File: config.mk
export PLATFORM = sky130hd
export DESIGN_NAME = maze_loader
export DESIGN_NICKNAME = d
export VERILOG_FILES = /design/src/rtl/maze_pkg.sv /design/src/rtl/maze_border_check.sv /design/src/rtl/maze_loader.sv
export SDC_FILE = /design/constraint.sdc
export NUM_CORES = 1
export LEC_CHECK = 0
export BUFFER_PORTS_ARGS = -buffer_cell sky130_fd_sc_hd__buf_4
export CAP_MARGIN = 20
export CORE_MARGIN = 3
export CORE_UTILIZATION = 53
export DETAILED_ROUTE_END_ITERATION = 16
export PLACE_DENSITY = 0.8
export SKIP_LAST_GASP = 1
export SLEW_MARGIN = 20
export SYNTH_ARGS = -nofsm -noshare
export SYNTH_HDL_FRONTEND = slang
export SYNTH_HIERARCHICAL = 1
export SYNTH_SLANG_ARGS = --single-unit
File: constraint.sdc
create_clock -name clk -period 3.3 [get_ports clk]
set_clock_uncertainty 0.15 [all_clocks]
set_input_delay 0.66 -clock clk [delete_from_list [all_inputs] [get_ports clk]]
set_output_delay 0.66 -clock clk [all_outputs]
set_load 0.1 [all_outputs]
File: src/rtl/maze_pkg.sv
// Shared types for the maze loader: FSM states, error codes and the default maze size.
package maze_pkg;

  localparam int unsigned MAZE_SIZE = 9;

  typedef enum logic [1:0] {
    StLoad,
    StCheck,
    StReady,
    StError
  } maze_ld_state_t;

  typedef enum logic [2:0] {
    ErrNone   = 3'd0,
    ErrShort  = 3'd1,
    ErrNoLast = 3'd2,
    ErrTop    = 3'd3,
    ErrBottom = 3'd4,
    ErrSide   = 3'd5
  } maze_err_t;

endpackage

File: src/rtl/maze_border_check.sv
// Sequential border walker: scans one index per cycle after a start pulse, counting openings
// in the top and bottom rows and looking for breaches in the side columns.
// Instantiated by maze_loader only when MAZE_LOADER_CHECK_EN is defined.
module maze_border_check
  import maze_pkg::*;
#(
  parameter int unsigned SIZE = MAZE_SIZE,
  parameter int unsigned RW   = $clog2(SIZE)
) (
  input  logic            clk,
  input  logic            rst,
  input  logic            clr,
  input  logic            start,
  input  logic [SIZE-1:0] maze [SIZE],
  output logic            done,
  output maze_err_t       code,
  output logic [RW-1:0]   start_col,
  output logic [RW-1:0]   exit_col
);

  localparam logic [RW-1:0] LastIdx = RW'(SIZE - 1);

  logic          busy_q, busy_d;
  logic          done_q, done_d;
  logic [RW-1:0] idx_q, idx_d;
  logic [1:0]    top_cnt_q, top_cnt_d;
  logic [1:0]    bot_cnt_q, bot_cnt_d;
  logic          side_q, side_d;
  logic [RW-1:0] top_col_q, top_col_d;
  logic [RW-1:0] bot_col_q, bot_col_d;
  maze_err_t     code_q, code_d;
  logic          top_zero, bot_zero, side_hit;

  // Walk one index per cycle; zero counters saturate at 2 so "two or more" stays distinct.
  always_comb begin
    top_zero  = ~maze[0][idx_q];
    bot_zero  = ~maze[SIZE-1][idx_q];
    side_hit  = (idx_q != '0) && (idx_q != LastIdx) &&
                (~maze[idx_q][0] || ~maze[idx_q][SIZE-1]);
    busy_d    = busy_q;
    done_d    = done_q;
    idx_d     = idx_q;
    top_cnt_d = top_cnt_q;
    bot_cnt_d = bot_cnt_q;
    side_d    = side_q;
    top_col_d = top_col_q;
    bot_col_d = bot_col_q;
    code_d    = code_q;
    if (clr || start) begin
      busy_d    = start;
      done_d    = 1'b0;
      idx_d     = '0;
      top_cnt_d = '0;
      bot_cnt_d = '0;
      side_d    = 1'b0;
      top_col_d = '0;
      bot_col_d = '0;
      code_d    = ErrNone;
    end else if (busy_q) begin
      if (top_zero) begin
        if (top_cnt_q == 2'd0) top_col_d = idx_q;
        if (top_cnt_q != 2'd2) top_cnt_d = top_cnt_q + 2'd1;
      end
      if (bot_zero) begin
        if (bot_cnt_q == 2'd0) bot_col_d = idx_q;
        if (bot_cnt_q != 2'd2) bot_cnt_d = bot_cnt_q + 2'd1;
      end
      if (side_hit) side_d = 1'b1;
      if (idx_q == LastIdx) begin
        busy_d = 1'b0;
        done_d = 1'b1;
        if (top_cnt_d != 2'd1)      code_d = ErrTop;
        else if (bot_cnt_d != 2'd1) code_d = ErrBottom;
        else if (side_d)            code_d = ErrSide;
        else                        code_d = ErrNone;
      end else begin
        idx_d = idx_q + RW'(1);
      end
    end
  end

  // Walker state registers.
  always_ff @(posedge clk or posedge rst) begin
    if (rst) begin
      busy_q    <= 1'b0;
      done_q    <= 1'b0;
      idx_q     <= '0;
      top_cnt_q <= '0;
      bot_cnt_q <= '0;
      side_q    <= 1'b0;
      top_col_q <= '0;
      bot_col_q <= '0;
      code_q    <= ErrNone;
    end else begin
      busy_q    <= busy_d;
      done_q    <= done_d;
      idx_q     <= idx_d;
      top_cnt_q <= top_cnt_d;
      bot_cnt_q <= bot_cnt_d;
      side_q    <= side_d;
      top_col_q <= top_col_d;
      bot_col_q <= bot_col_d;
      code_q    <= code_d;
    end
  end

  assign done      = done_q;
  assign code      = code_q;
  assign start_col = top_col_q;
  assign exit_col  = bot_col_q;

endmodule

File: src/rtl/maze_loader.sv
// Maze loader: assembles SIZE rows from a valid/ready stream into the wall array, optionally
// validates the border, then holds the maze with maze_valid high until reload or rst.
// Border checking is compiled in with MAZE_LOADER_CHECK_EN.
module maze_loader
  import maze_pkg::*;
#(
  parameter int unsigned SIZE = MAZE_SIZE,
  parameter int unsigned RW   = $clog2(SIZE)
) (
  input  logic            clk,
  input  logic            rst,
  input  logic            in_valid,
  output logic            in_ready,
  input  logic [SIZE-1:0] in_row,
  input  logic            in_last,
  input  logic            reload,
  output logic [SIZE-1:0] maze [SIZE],
  output logic            maze_valid,
  output logic            maze_err,
  output logic [2:0]      err_code,
  output logic [RW-1:0]   start_col,
  output logic [RW-1:0]   exit_col
);

  localparam logic [RW-1:0] LastRow = RW'(SIZE - 1);

  maze_ld_state_t  state_q, state_d;
  maze_err_t       err_code_q, code_d;
  logic [RW-1:0]   row_cnt_q;
  logic [SIZE-1:0] maze_q [SIZE];
  logic            maze_valid_q, maze_valid_d;
  logic            maze_err_q, maze_err_d;
  logic [RW-1:0]   start_col_q, start_col_d;
  logic [RW-1:0]   exit_col_q, exit_col_d;
  logic            accept, row_last, last_ok;

  // reload wins over any handshake in the same cycle
  assign accept   = in_valid && in_ready && !reload;
  assign row_last = (row_cnt_q == LastRow);
  assign last_ok  = accept && row_last && in_last;

`ifdef MAZE_LOADER_CHECK_EN
  logic      chk_done;
  maze_err_t chk_code;
  logic [RW-1:0] chk_start_col, chk_exit_col;

  assign in_ready = (state_q == StLoad);

  maze_border_check #(
    .SIZE (SIZE),
    .RW   (RW)
  ) u_border_check (
    .clk       (clk),
    .rst       (rst),
    .clr       (reload),
    .start     (last_ok),
    .maze      (maze_q),
    .done      (chk_done),
    .code      (chk_code),
    .start_col (chk_start_col),
    .exit_col  (chk_exit_col)
  );
`else
  // One-cycle gap between the last beat and READY.
  logic pend_q;

  assign in_ready = (state_q == StLoad) && !pend_q;
`endif

  // State and error-code register.
  always_ff @(posedge clk or posedge rst) begin
    if (rst) begin
      state_q    <= StLoad;
      err_code_q <= ErrNone;
    end else begin
      state_q    <= state_d;
      err_code_q <= code_d;
    end
  end

  // Next-state logic.
  always_comb begin
    state_d = state_q;
    code_d  = err_code_q;
    if (reload) begin
      state_d = StLoad;
      code_d  = ErrNone;
    end else begin
      unique case (state_q)
        StLoad: begin
          if (accept) begin
            if (in_last && !row_last) begin
              state_d = StError;
              code_d  = ErrShort;
            end else if (row_last && !in_last) begin
              state_d = StError;
              code_d  = ErrNoLast;
            end else if (row_last) begin
`ifdef MAZE_LOADER_CHECK_EN
              state_d = StCheck;
`endif
            end
          end
`ifndef MAZE_LOADER_CHECK_EN
          if (pend_q) state_d = StReady;
`endif
        end
        StCheck: begin
`ifdef MAZE_LOADER_CHECK_EN
          if (chk_done) begin
            state_d = (chk_code == ErrNone) ? StReady : StError;
            code_d  = chk_code;
          end
`endif
        end
        default: ;
      endcase
    end
  end

  // Output logic: next values of the registered status outputs.
  always_comb begin
    maze_valid_d = (state_d == StReady);
    maze_err_d   = (state_d == StError);
    start_col_d  = start_col_q;
    exit_col_d   = exit_col_q;
    if (reload) begin
      start_col_d = '0;
      exit_col_d  = '0;
    end
`ifdef MAZE_LOADER_CHECK_EN
    else if ((state_q == StCheck) && chk_done) begin
      start_col_d = chk_start_col;
      exit_col_d  = chk_exit_col;
    end
`endif
  end

  // Registered status outputs.
  always_ff @(posedge clk or posedge rst) begin
    if (rst) begin
      maze_valid_q <= 1'b0;
      maze_err_q   <= 1'b0;
      start_col_q  <= '0;
      exit_col_q   <= '0;
    end else begin
      maze_valid_q <= maze_valid_d;
      maze_err_q   <= maze_err_d;
      start_col_q  <= start_col_d;
      exit_col_q   <= exit_col_d;
    end
  end

  // Row storage and counter; the array only changes on accepted beats, reset or reload.
  always_ff @(posedge clk or posedge rst) begin
    if (rst) begin
      row_cnt_q <= '0;
      maze_q    <= '{default: '1};
    end else if (reload) begin
      row_cnt_q <= '0;
      maze_q    <= '{default: '1};
    end else if (accept) begin
      maze_q[row_cnt_q] <= in_row;
      row_cnt_q         <= row_cnt_q + RW'(1);
    end
  end

`ifndef MAZE_LOADER_CHECK_EN
  // Marks the cycle after a correct last row.
  always_ff @(posedge clk or posedge rst) begin
    if (rst)         pend_q <= 1'b0;
    else if (reload) pend_q <= 1'b0;
    else             pend_q <= last_ok;
  end
`endif

  assign maze       = maze_q;
  assign maze_valid = maze_valid_q;
  assign maze_err   = maze_err_q;
  assign err_code   = err_code_q;
`ifdef MAZE_LOADER_CHECK_EN
  assign start_col  = start_col_q;
  assign exit_col   = exit_col_q;
`else
  assign start_col  = '0;
  assign exit_col   = '0;
`endif

endmodule

==> results.md <==
- Pwr Density: 493 nW/um^2
- Final instance area: 5350 sq um
- FMAX: 0.402 GHz
- Post-route minimum period: 2.49 ns
- Main area contributors after synthesis: dfstp_2 49%, a211o_1 9.1%, and3_1 6.5%, dfrtp_1 6.4%, mux2i_1 4.2%
- Synthesized area per cell: 11.3 sq um
- Final non-filler cell total: 580
- Die X: 96.3 um
- Final Wtd Congestion: 0.808
- Die Area: 9280 sq um
- Slew HR: 45.1%
- Synthesis-stage register bit count: 92
- Inserted Clock Buffers: 9
- Fin. max-slew vios: 0
- Top cell type by total area after synthesis: dfstp_2
- Yosys cell types: 33
- CP startpoint kind: register
- DR vias: 3333
- Largest net degree at the start of global routing: 55
- Most common library cells after synthesis: 81 x dfstp_2, 45 x a211o_1, 45 x and3_1
- Tot GR Track Use: 23.9%
- Worst EP arrival: 2.62 ns
- Mapped Cells: 383
- Layout cell share with drive strength beyond 1: 45.4%
- Diode count: 0
- Global-route wire length before repair: 16700 um
- TNS Setup: 0 ns
- Unrepaired setup endpoints after global routing: false
- # DRC: 0
- Drt first pass iters: 4
- Filler instances: 588
- Critical setup path kind: register to register
- Crit Path Max Fanout: 11
- Initial core utilization: 55.4%
- Top-Level Pins: 109
- Clock sink count: 92
- Clk_lat worst skew: 0.35 ns
- Initial antenna violation count: 0
- Die height: 96.3 um
- DRT iter0 DRCs: 168
- Routed Antenna Nets: 0
- Root Buffer: clkbuf_8
- Post-synth EDFFs: 0
- CP bufs+invs: 0
- Max-cap violations: 0
- Hold_buf cts: 0
- Num rows: 32
- Post-CTS sizing: 0
- Clk buf depth: 2
- Total grt overflow: 0
- Setup violations, final: 0
- Sequential share of the synthesized area: 55.6%
- Placed insts: 564
- Core ar.: 7810 sq um
- Status: complete, no violations
- Most common cell in the synthesized netlist: dfstp_2
- CP top delay family: simple AND/OR/NAND/NOR gates
- CP max-delay cell: nor4b_4
- Crit path largest cell delay: 0.74 ns
- Hold crit path type: register to register
- I/O Buffers: 99
- Fin Hold WS: 0.360 ns
- Vias in the first global route: 3246
- Final #Nets: 491
- Leakage: 2.48 nW
- Least-Margin Pin Slew: 0.821 ns
- Cell Area, Placed: 5120 sq um
- Post-detail-place hpwl: 7070 um
- Final Cycle Share: 75.4%
- Syn. warnings: 6
- Peak VDD IR: 0.382 mV
- Syn Std Cell Area: 4320 sq um
- Endpoint type of the worst setup path: register
- Main flop type after synthesis: dfstp_2
- Final Hold Viols: 0
- DR vias/cell: 5.75
- Area added between synthesis and finish: 23.8%
- Post-CTS Setup Bufs: 0
- Worst path cell trace: or4b_4 -> nor4b_4 -> mux2i_1
- WL per Instance: 18.5 um
- Async SR Flop Fraction: 100%
- Total power: 2.64 mW
- Clk pin slew, worst setup/hold paths: 0.09 ns
- Required @ worst endpoint: 3.43 ns
- Share of the synthesized area in the top cell type: 49.2%
- H-Tree Depth: 3
- CTS tree: built
- Drt total wl: 10800 um
## stage by stage
stage	utilization [%]	worst slack (ns)
2_1_floorplan	-	0.232
3_3_place_gp	65.6	0.811
3_5_place_dp	65.6	0.757
4_1_cts	68.6	0.829
5_1_grt	68.6	0.632
6_report	68.6	0.813
## worst reg2reg max path, stage by stage, from the launching register on
cell and delay [ns]:
dfrtp_1 0.56, or4b_4 0.69, nor4b_4 0.74, mux2i_1 0.28
## flip-flops by register name (all words and copies together), names as in the netlist
signal	flops
state_q	2
row_cnt_q	4
maze_valid	1
maze_err	1
maze	81
err_code	2
pend_q	1
## power by group
group	internal, mW	total [mW]	switching [mW]
registers	1.19	1.22	0.0331
logic	0.123	0.581	0.457
clock network	0.439	0.836	0.396
## layer usage
metal / GRT usage [%] / share of wire, %
met5: 0 / 0
met4: 11.4 / 2.4
met3: 3.44 / 7.6
met2: 38.2 / 49
met1: 31.9 / 41
## placed cells by master, fill, tap and decap left out, types with 2 or more instances in the layout
| master | Yosys | routed |
|---|---|---|
| buf_4 | 9 | 110 |
| dfstp_2 | 81 | 81 |
| and3_1 | 45 | 45 |
| a211o_1 | 45 | 45 |
| nor2_1 | 29 | 29 |
| inv_1 | 26 | 25 |
| o211ai_1 | 20 | 20 |
| nand3_1 | 19 | 19 |
| mux2i_1 | 18 | 18 |
| clkbuf_8 | 0 | 11 |
| dfrtp_1 | 11 | 11 |
| nand2_1 | 9 | 9 |
| conb_1 | 1 | 9 |
| a21oi_1 | 6 | 6 |
| ha_1 | 4 | 4 |
| nor4b_2 | 3 | 3 |
| o21ai_0 | 3 | 3 |
| nor4bb_1 | 3 | 3 |
| nor4b_4 | 2 | 2 |
| o31ai_1 | 2 | 2 |
| xnor2_1 | 2 | 2 |
| or3_1 | 2 | 2 |
| nor3_1 | 3 | 2 |
| and2_1 | 2 | 2 |
## cells by family (layout without fill, tap and decap cells)
kind of cell	after synthesis	count (layout)	share of synthesized area (%)
muxes	18	18	4.17
and+or+nand+nor	122	122	17.0
adders and majority gates	4	4	1.16
DFF	92	92	55.6
buffers and inverters	66	153	7.26
xor gates and xnor gates	2	2	0.405
other	1	9	0.0867
AOI/OAI and AO/OA	78	78	14.4
## final timing paths
| kind | start | to | slack [ns] | cells after the start |
|---|---|---|---|---|
| worst min-delay path | maze[46] | maze[46] | 0.36 | 2 |
| worst min register to register | maze[46] | maze[46] | 0.36 | 2 |
| worst max-delay path | pend_q | maze[54] | 0.81 | 3 |
| min in group asynchronous | rst | maze[48] | 0.65 | 2 |
| worst max register to register | pend_q | maze[54] | 0.81 | 3 |
| max in group asynchronous | rst | maze[47] | 1.98 | 3 |
## area by class of cell
| class | count | area (sq um) | area share, % |
|---|---|---|---|
| clock buffer | 12 | 176 | 3.30 |
| multi-input combinational | 233 | 1650 | 30.8 |
| tap | 102 | 128 | 2.38 |
| sequential | 92 | 2400 | 44.9 |
| clock inverter | 4 | 52.6 | 0.982 |
| timing repair buffer | 111 | 846 | 15.8 |
| inverter | 26 | 98.8 | 1.85 |
Note: power is estimated with default switching activity, not from simulation.
